===== src/rtl/spi_mem_ctrl.sv =====
// spi_mem_ctrl
//   Memory-side responder for the control unit's mem_ctrl_op / mem_op_done
//   handshake. Each MEM_READ / MEM_WRITE is executed as one SPI mode-0 frame
//   to a 23LC512-style serial SRAM:
//     [8-bit cmd (0x03 rd / 0x02 wr)][16-bit addr][8-bit data], MSB first.
//   Every bit is two clock cycles (sclk low, then sclk high). MISO is sampled
//   on the clock edge that ends the sclk-high cycle. DONE is a single cycle
//   with cs_n high and mem_op_done high; the following cycle is IDLE.
//
//   Handshake: a request is accepted whenever it is present in an IDLE
//   cycle. While a frame is in progress mem_ctrl_op is ignored. Every
//   accepted request gets exactly one mem_op_done pulse. A request still
//   held in the IDLE cycle after DONE starts a new transaction.
//
//   Optional feature, macro SPI_MEM_CACHE_EN: one-entry write-through read
//   cache. A read hit skips the SPI frame and reaches DONE one cycle after
//   the request is sampled.
//
// Ports
//   clock, reset      : clock, asynchronous active-low reset
//   mem_ctrl_op       : request (MEM_READ / MEM_WRITE start, others NOP)
//   addr, data_in     : address / write data, sampled with the request
//   data_out          : last byte read (bus mux MUX_MEM input)
//   mem_op_done       : one-cycle completion pulse
//   spi_cs_n, spi_sclk, spi_mosi, spi_miso : serial SRAM interface
//   fsm_state         : current FSM state, for observation only

package spi_mem_pkg;
  typedef enum logic [1:0] {
    MEM_NOP   = 2'd0,
    MEM_READ  = 2'd1,
    MEM_WRITE = 2'd2
  } mem_ctrl_op_e;

  typedef enum logic [2:0] {
    ST_IDLE = 3'd0,
    ST_CMD  = 3'd1,
    ST_ADDR = 3'd2,
    ST_DATA = 3'd3,
    ST_DONE = 3'd4
  } spi_state_e;
endpackage

module spi_mem_ctrl
  import spi_mem_pkg::*;
#(
  parameter int DATA_BUS_WIDTH = 8,   // SPI framing assumes 8
  parameter int ADDR_WIDTH     = 16   // must be <= 16
) (
  input  logic                      clock,
  input  logic                      reset,
  input  mem_ctrl_op_e              mem_ctrl_op,
  input  logic [ADDR_WIDTH-1:0]     addr,
  input  logic [DATA_BUS_WIDTH-1:0] data_in,
  output logic [DATA_BUS_WIDTH-1:0] data_out,
  output logic                      mem_op_done,
  output logic                      spi_cs_n,
  output logic                      spi_sclk,
  output logic                      spi_mosi,
  input  logic                      spi_miso,
  output spi_state_e                fsm_state
);

  spi_state_e  state_q, state_d;
  logic [4:0]  bit_cnt_q;   // bit index within the 32-bit frame
  logic        phase_q;     // 0: sclk-low half of a bit, 1: sclk-high half
  logic [31:0] sreg_q;      // outgoing frame, MSB on the wire
  logic [7:0]  rx_q;        // incoming bits; the last 8 are the data field
  logic        is_read_q;

  logic [15:0] addr_ext;
  logic        req, rd, hit, frame_end;

`ifdef SPI_MEM_CACHE_EN
  logic        cache_valid_q;
  logic [15:0] cache_addr_q;
  logic [7:0]  cache_data_q;
  logic [15:0] addr_q;
  logic [7:0]  wdata_q;
`endif

  always_comb begin
    addr_ext = '0;
    addr_ext[ADDR_WIDTH-1:0] = addr;
  end

  assign rd  = (mem_ctrl_op == MEM_READ);
  assign req = rd || (mem_ctrl_op == MEM_WRITE);

`ifdef SPI_MEM_CACHE_EN
  assign hit = rd && cache_valid_q && (cache_addr_q == addr_ext);
`else
  assign hit = 1'b0;
`endif

  // Last edge of the frame: sclk-high half of bit 31.
  assign frame_end = (state_q == ST_DATA) && phase_q && (bit_cnt_q == 5'd31);

  // Next state and outputs. Serial outputs decode directly from registers.
  always_comb begin
    state_d     = state_q;
    spi_cs_n    = 1'b1;
    spi_sclk    = 1'b0;
    spi_mosi    = 1'b0;
    mem_op_done = 1'b0;
    case (state_q)
      ST_IDLE: if (req) state_d = hit ? ST_DONE : ST_CMD;
      ST_CMD:  if (phase_q && bit_cnt_q == 5'd7)  state_d = ST_ADDR;
      ST_ADDR: if (phase_q && bit_cnt_q == 5'd23) state_d = ST_DATA;
      ST_DATA: if (frame_end) state_d = ST_DONE;
      ST_DONE: state_d = ST_IDLE;
      default: state_d = ST_IDLE;
    endcase
    if (state_q == ST_CMD || state_q == ST_ADDR || state_q == ST_DATA) begin
      spi_cs_n = 1'b0;
      spi_sclk = phase_q;
      spi_mosi = sreg_q[31];
    end
    if (state_q == ST_DONE) mem_op_done = 1'b1;
  end

  assign fsm_state = state_q;

  always_ff @(posedge clock or negedge reset) begin
    if (!reset) begin
      state_q   <= ST_IDLE;
      bit_cnt_q <= '0;
      phase_q   <= 1'b0;
      sreg_q    <= '0;
      rx_q      <= '0;
      is_read_q <= 1'b0;
      data_out  <= '0;
`ifdef SPI_MEM_CACHE_EN
      cache_valid_q <= 1'b0;
      cache_addr_q  <= '0;
      cache_data_q  <= '0;
      addr_q        <= '0;
      wdata_q       <= '0;
`endif
    end else begin
      state_q <= state_d;
      case (state_q)
        ST_IDLE: begin
          if (req) begin
            is_read_q <= rd;
            bit_cnt_q <= '0;
            phase_q   <= 1'b0;
            sreg_q    <= {(rd ? 8'h03 : 8'h02), addr_ext, (rd ? 8'h00 : data_in)};
`ifdef SPI_MEM_CACHE_EN
            addr_q  <= addr_ext;
            wdata_q <= data_in;
            if (hit) data_out <= cache_data_q;
`endif
          end
        end
        ST_CMD, ST_ADDR, ST_DATA: begin
          phase_q <= !phase_q;
          if (phase_q) begin
            // bit_cnt wraps from 31 back to 0 at the end of the frame
            bit_cnt_q <= bit_cnt_q + 5'd1;
            sreg_q    <= {sreg_q[30:0], 1'b0};
            rx_q      <= {rx_q[6:0], spi_miso};
          end
          if (frame_end) begin
            if (is_read_q) data_out <= {rx_q[6:0], spi_miso};
`ifdef SPI_MEM_CACHE_EN
            cache_valid_q <= 1'b1;
            cache_addr_q  <= addr_q;
            cache_data_q  <= is_read_q ? {rx_q[6:0], spi_miso} : wdata_q;
`endif
          end
        end
        default: ;
      endcase
    end
  end

endmodule


===== config.mk =====
export PLATFORM = sky130hd
export DESIGN_NAME = spi_mem_ctrl
export DESIGN_NICKNAME = d
export VERILOG_FILES = /design/src/rtl/spi_mem_ctrl.sv
export SDC_FILE = /design/constraint.sdc
export NUM_CORES = 1
export LEC_CHECK = 0
export ABC_CLOCK_PERIOD_IN_PS = 3100
export CORE_MARGIN = 2
export CORE_UTILIZATION = 57
export CTS_CLUSTER_DIAMETER = 200
export CTS_CLUSTER_SIZE = 12
export DETAILED_ROUTE_END_ITERATION = 6
export GPL_TIMING_DRIVEN = 1
export PLACE_DENSITY = 0.84
export SETUP_SLACK_MARGIN = 0.5
export SLEW_MARGIN = 20
export SYNTH_ARGS = -nofsm -noshare
export SYNTH_HDL_FRONTEND = slang
export SYNTH_SLANG_ARGS = --single-unit

===== constraint.sdc =====
create_clock -name clock -period 3.1 [get_ports clock]
set_input_delay 0.775 -clock clock [delete_from_list [all_inputs] [get_ports clock]]
set_output_delay 0.775 -clock clock [all_outputs]
set_load 0.005 [all_outputs]

# Word-level counts from Yosys, hierarchy flattened
# Index checks and enable logic that the tools add are counted.
[totals]
in_bits = 29
output_inout_bits = 15
elab_cells = 58
ff_bits = 57
[op_classes]
n_addsub = 1
reduce_logical = 17
mux = 19
n_eq_ne = 14
[op_table]
columns = ["operator", "n"]
rows = [
  ["$mux 32", 2],
  ["$pmux 32 s2", 1],
  ["$mux 3", 4],
  ["$pmux 3 s4", 1],
  ["$eq 5x5->1 const B", 2],
  ["$mux 5", 2],
  ["$ne 2x2->1 const B", 5],
  ["$pmux 5 s2", 1],
  ["$mux 8", 1],
  ["$eq 3x2->1 const B", 2],
  ["$mux 1", 6],
  ["$reduce_and 2->1", 3],
  ["$reduce_and 3->1", 2],
  ["$add 5x1->5 const B", 1],
  ["$eq 5x3->1 const B", 1],
  ["$logic_and 1x1->1", 4],
  ["$reduce_and 4->1", 1],
  ["$eq 3x1->1 const B", 1],
  ["$eq 3x3->1 const B", 1],
  ["$logic_not 3->1", 1],
  ["$logic_or 1x1->1", 3],
  ["$reduce_or 3->1", 1],
  ["$eq 2x1->1 const B", 1],
  ["$eq 2x2->1 const B", 1],
  ["other kinds (3)", 3],
]

# Longest topological paths before layout
[depth]
ltp_word = 5
ltp_mapped = 6
ltp_nobuf = 6

# Least setup slack after synthesis
# No wires, ideal clock.
[synth_timing]
path_type = "input to register"
startpoint = "in mem_ctrl_op[1]"
endpoint = "reg sreg_q[10]"
required_ps = 2975
setup_ps = 125
cell_stages = 5
path_slack_ps = 934
path_buffers = 1
arrival_time_ps = 2041
path_cell_list = "inv_1 > ha_1 > a211oi_4 > buf_6 > mux2_4"
[synth_via]
elab_chain_cells = 4
elab_cells_between_ends = 5
cone_classes = "3 x eq/ne; 2 x reduce/logical"
[synth_lines]
columns = ["item", "line", "text"]
rows = [
  ["from (decl)", "52", "input mem_ctrl_op_e mem_ctrl_op,"],
  ["$eq 2x1->1 or $eq 2x2->1 (tied branches)", "87, 88", ""],
  ["$logic_or 1x1->1 *", "88", "assign req = rd || (mem_ctrl_op == MEM_WRITE);"],
  ["$ne 2x2->1 (no line) *", "-", ""],
  ["$reduce_and 3->1 (no line) *", "-", ""],
  ["to (signal assigned)", "148", "sreg_q <= {(rd ? 8'h03 : 8'h02), addr_ext, (rd ? 8'h00 : data_in)};"],
  ["to (signal assigned)", "161", "sreg_q <= {sreg_q[30:0], 1'b0};"],
  ["to (decl)", "67", "logic [31:0] sreg_q;"],
]
# Every way passes the cells marked *; elsewhere a longest branch is shown, timed or not.
# A chain may end at the register's enable or synchronous reset.

# Worst setup path after layout
[layout_timing]
startpoint = "reg state_q[2], in the netlist fsm_state[2]"
endpoint = "out spi_sclk"
[layout_via]
elab_chain_cells = 4
elab_cells_between_ends = 6
cone_classes = "3 x eq/ne; 1 x mux; 2 x reduce/logical"
[layout_lines]
columns = ["item", "line", "text"]
rows = [
  ["from (decl)", "64", "spi_state_e state_q, state_d;"],
  ["from (signal assigned)", "141", "state_q <= state_d;"],
  ["$eq 3x1->1 or $eq 3x2->1 (tied branches)", "114", "if (state_q == ST_CMD || state_q == ST_ADDR || state_q == ST_DATA) begin"],
  ["$logic_or 1x1->1", "114", ""],
  ["$logic_or 1x1->1 *", "114", ""],
  ["$mux 1 *", "114", ""],
  ["to (decl)", "58", "output logic spi_sclk,"],
]
# Marked as above.

==> results.sh <==
export IMPL_startpoint_type="flop"
export IMPL_cap_violations=0
export IMPL_finalCritPeriodShare_pct=80.4
export IMPL_grt_max_degree=26
export IMPL_grt_pass1_vias=1672
export IMPL_layout_drive_gt1_share_pct=33.1
export IMPL_core_um2=4690
export IMPL_hold_ws_ns=0.417
export IMPL_diodes=0
export IMPL_grt_first_pass_wirelength_mm=8.13
export IMPL_slew_viol_final=0
export IMPL_final_cell_mix="54 x dfrtp_1, 42 x clkdlybuf4s50_1, 40 x mux2_2, 16 x mux2_4, 10 x clkbuf_8"
export IMPL_wirelength_mm=4.92
export IMPL_overflow=0
export IMPL_firstDrtPassIters=4
export IMPL_rows=25
export IMPL_fin_nets=290
export IMPL_synth_async_reset_ratio_pct=100
export IMPL_outcome="finished, final reports clean"
export IMPL_pwr_share_seq_pct=54.9
export IMPL_routedWlPerCell_um=15.7
export IMPL_path_class="flop to primary output"
export IMPL_fin_tns_setup_ns=0
export IMPL_dp_hpwl_mm=3.30
export IMPL_hold_path_class="input pin to asynchronous set/reset pin"
export IMPL_ys_flop_type="dfrtp_1"
export IMPL_clkSlewWorstSetupHoldPaths_ns=0.06
export IMPL_ys_ff_latch=57
export IMPL_finalSetupViolCount=0
export IMPL_p_clk_share_pct=40.2
export IMPL_initial_core_util_pct=58.5
export IMPL_netlist_area_um2=2740
export IMPL_route_detailed_drc=0
export IMPL_relSlewSlack_pct=66.7
export IMPL_cp_end_kind="primary output"
export IMPL_track_usage_pct=19.9
export IMPL_cp_max_fo=5
export IMPL_postSynthAreaPerCell_um2=13.4
export IMPL_p_sw_uw=285
export IMPL_fp_dieH_um=73.4
export IMPL_gp_congestion=0.739
export IMPL_powerDensity_nw_per_um2=402
export IMPL_ios=44
export IMPL_rsz0062_at_grt="no"
export IMPL_detail_route_antenna_nets=0
export IMPL_arrival_ns=1.72
export IMPL_skew_ns=0.00462
export IMPL_internal_power_mw=1.09
export IMPL_antenna_found_initial=0
export IMPL_combPwrFrac_pct=4.9
export IMPL_cts_made_buffers=9
export IMPL_drt_iter0_markers=199
export IMPL_areaGrowthSynthToFinish_pct=24.6
export IMPL_syn_inst=204
export IMPL_die_area_um2=5380
export IMPL_critPathRequiredTime_ns=2.32
export IMPL_worst_slew_pin_slew_ns=0.500
export IMPL_post_drt_via_cell_ratio=5.52
export IMPL_cts_tree="yes"
export IMPL_clock_fmax_mhz=401
export IMPL_clock_sinks=57
export IMPL_cts_max_path_buffers=2
export IMPL_root_buffer="clkbuf_8"
export IMPL_clk_latency_ns=0.32
export IMPL_ir_worst_vdd_mv=0.423
export IMPL_ys_types=38
export IMPL_finalHoldViolations=0
export IMPL_synth_edff_count=0
export IMPL_cellLeakagePower_nw=1.57
export IMPL_cts_max_level=3
export IMPL_fin_crit_ns=2.49
export IMPL_synth_fp_nets=236
export IMPL_yosysSeqAreaShare_pct=52.0
export IMPL_portBuffers=43
export IMPL_yosys_warnings=0
export IMPL_fp_dieW_um=73.4
export IMPL_p_sw_share_pct=20.8
export IMPL_vias=1734
export IMPL_final_common_cell="dfrtp_1"
export IMPL_ff2ff_setup_slack_ns=1.19
power by group through the flow:
stage	Sequential (mW)	Combinational (mW)	Clock, mW
2_1_floorplan	0.767	0.0144	0
3_3_place_gp	0.768	0.0676	0
3_5_place_dp	0.768	0.0688	0
4_1_cts	0.754	0.0691	0.566
5_1_grt	0.755	0.0751	0.598
6_report	0.754	0.0675	0.552
critical path, stage by stage, from the launching register on:
cell and delay (ns):
dfrtp_2 0.43, o21ba_4 0.27, nand2_1 0.11, clkinv_1 0.09, clkdlybuf4s50_1 0.49
logic make-up (layout without fill, tap and decap cells):
logic type | count (synthesis) | count (layout) | synth area share (%)
muxes | 64 | 64 | 28.1
xor gates and xnor gates | 1 | 1 | 0.319
AOI/OAI and AO/OA | 25 | 25 | 7.66
DFF | 57 | 57 | 52.0
adders and majority gates | 3 | 3 | 1.37
buffers and inverters | 19 | 75 | 3.65
and+or+nand+nor | 35 | 35 | 6.89
cell usage after synthesis, types with 2 or more instances:
cell | number | area (um2)
dfrtp_1 | 57 | 1430
mux2_2 | 40 | 450
mux2_4 | 16 | 240
a22o_1 | 9 | 78.8
mux2i_1 | 8 | 80.1
nor2_1 | 8 | 30.0
inv_1 | 7 | 26.3
nor2b_1 | 6 | 37.5
a21oi_1 | 5 | 25.0
buf_2 | 5 | 25.0
nand2_1 | 4 | 15.0
nor3_1 | 4 | 20.0
buf_6 | 3 | 33.8
ha_1 | 3 | 37.5
nand3_1 | 3 | 15.0
and2_1 | 2 | 12.5
nand2b_1 | 2 | 12.5
o211ai_1 | 2 | 15.0
path summary, 6_finish.rpt:
path,start,end,depth (start not counted)
hold / removal,reset,data_out[3]$_DFFE_PN0P_,1
setup reg to reg,bit_cnt_q[0]$_DFFE_PN0P_,data_out[1]$_DFFE_PN0P_,6
hold reg to reg,sreg_q[29]$_DFFE_PN0P_,sreg_q[30]$_DFFE_PN0P_,1
min in group clock,sreg_q[29]$_DFFE_PN0P_,sreg_q[30]$_DFFE_PN0P_,1
setup / recovery,fsm_state[2]$_DFFE_PN0P_,spi_sclk,4
max in group asynchronous,reset,sreg_q[9]$_DFFE_PN0P_,2
per-layer routing:
layer / vias up / wire length, um / global-route usage (%)
met2: 27 / 2390 / 28.5
met3: 6 / 141 / 3.29
met5: - / 0 / 0
li1: 836 / - / -
met1: 865 / 2300 / 29.6
met4: 0 / 82 / 9.70
sequential cells by signal (all words and copies together), names as in the netlist:
register	flops
rx_q	7
sreg_q	32
bit_cnt_q	5
data_out	8
is_read_q	1
fsm_state	3
phase_q	1
final cells by class:
class | count | area (um2)
sequential | 57 | 1430
fill | 323 | 1270
inverter | 9 | 33.8
timing repair buffer | 53 | 513
tap | 54 | 67.6
clock inverter | 1 | 5.00
clock buffer | 12 | 145
multi-input combinational | 128 | 1220
per-stage QoR:
step / util (%) / std cells / worst slack (ns) / power (mW) / area [um2]
6_report: 72.8 / 314 / 0.607 / 1.37 / 3420
5_1_grt: 72.8 / 314 / 0.521 / 1.43 / 3420
4_1_cts: 72.3 / 311 / 0.546 / 1.39 / 3390
3_5_place_dp: 68.6 / 296 / 0.455 / 0.837 / 3220
3_3_place_gp: 68.6 / 296 / 0.497 / 0.835 / 3220
2_1_floorplan: - / 204 / 0.934 / 0.781 / 2740
what timing repair did:
item | in CTS | in global routing
hold buffers | 0 | 0
setup buffers | 2 | 3
endpoints found under the setup margin | 2 | 1
gates resized for setup | 4 | 0
pin swaps | 0 | 0
(Power assumes the default switching activity.)
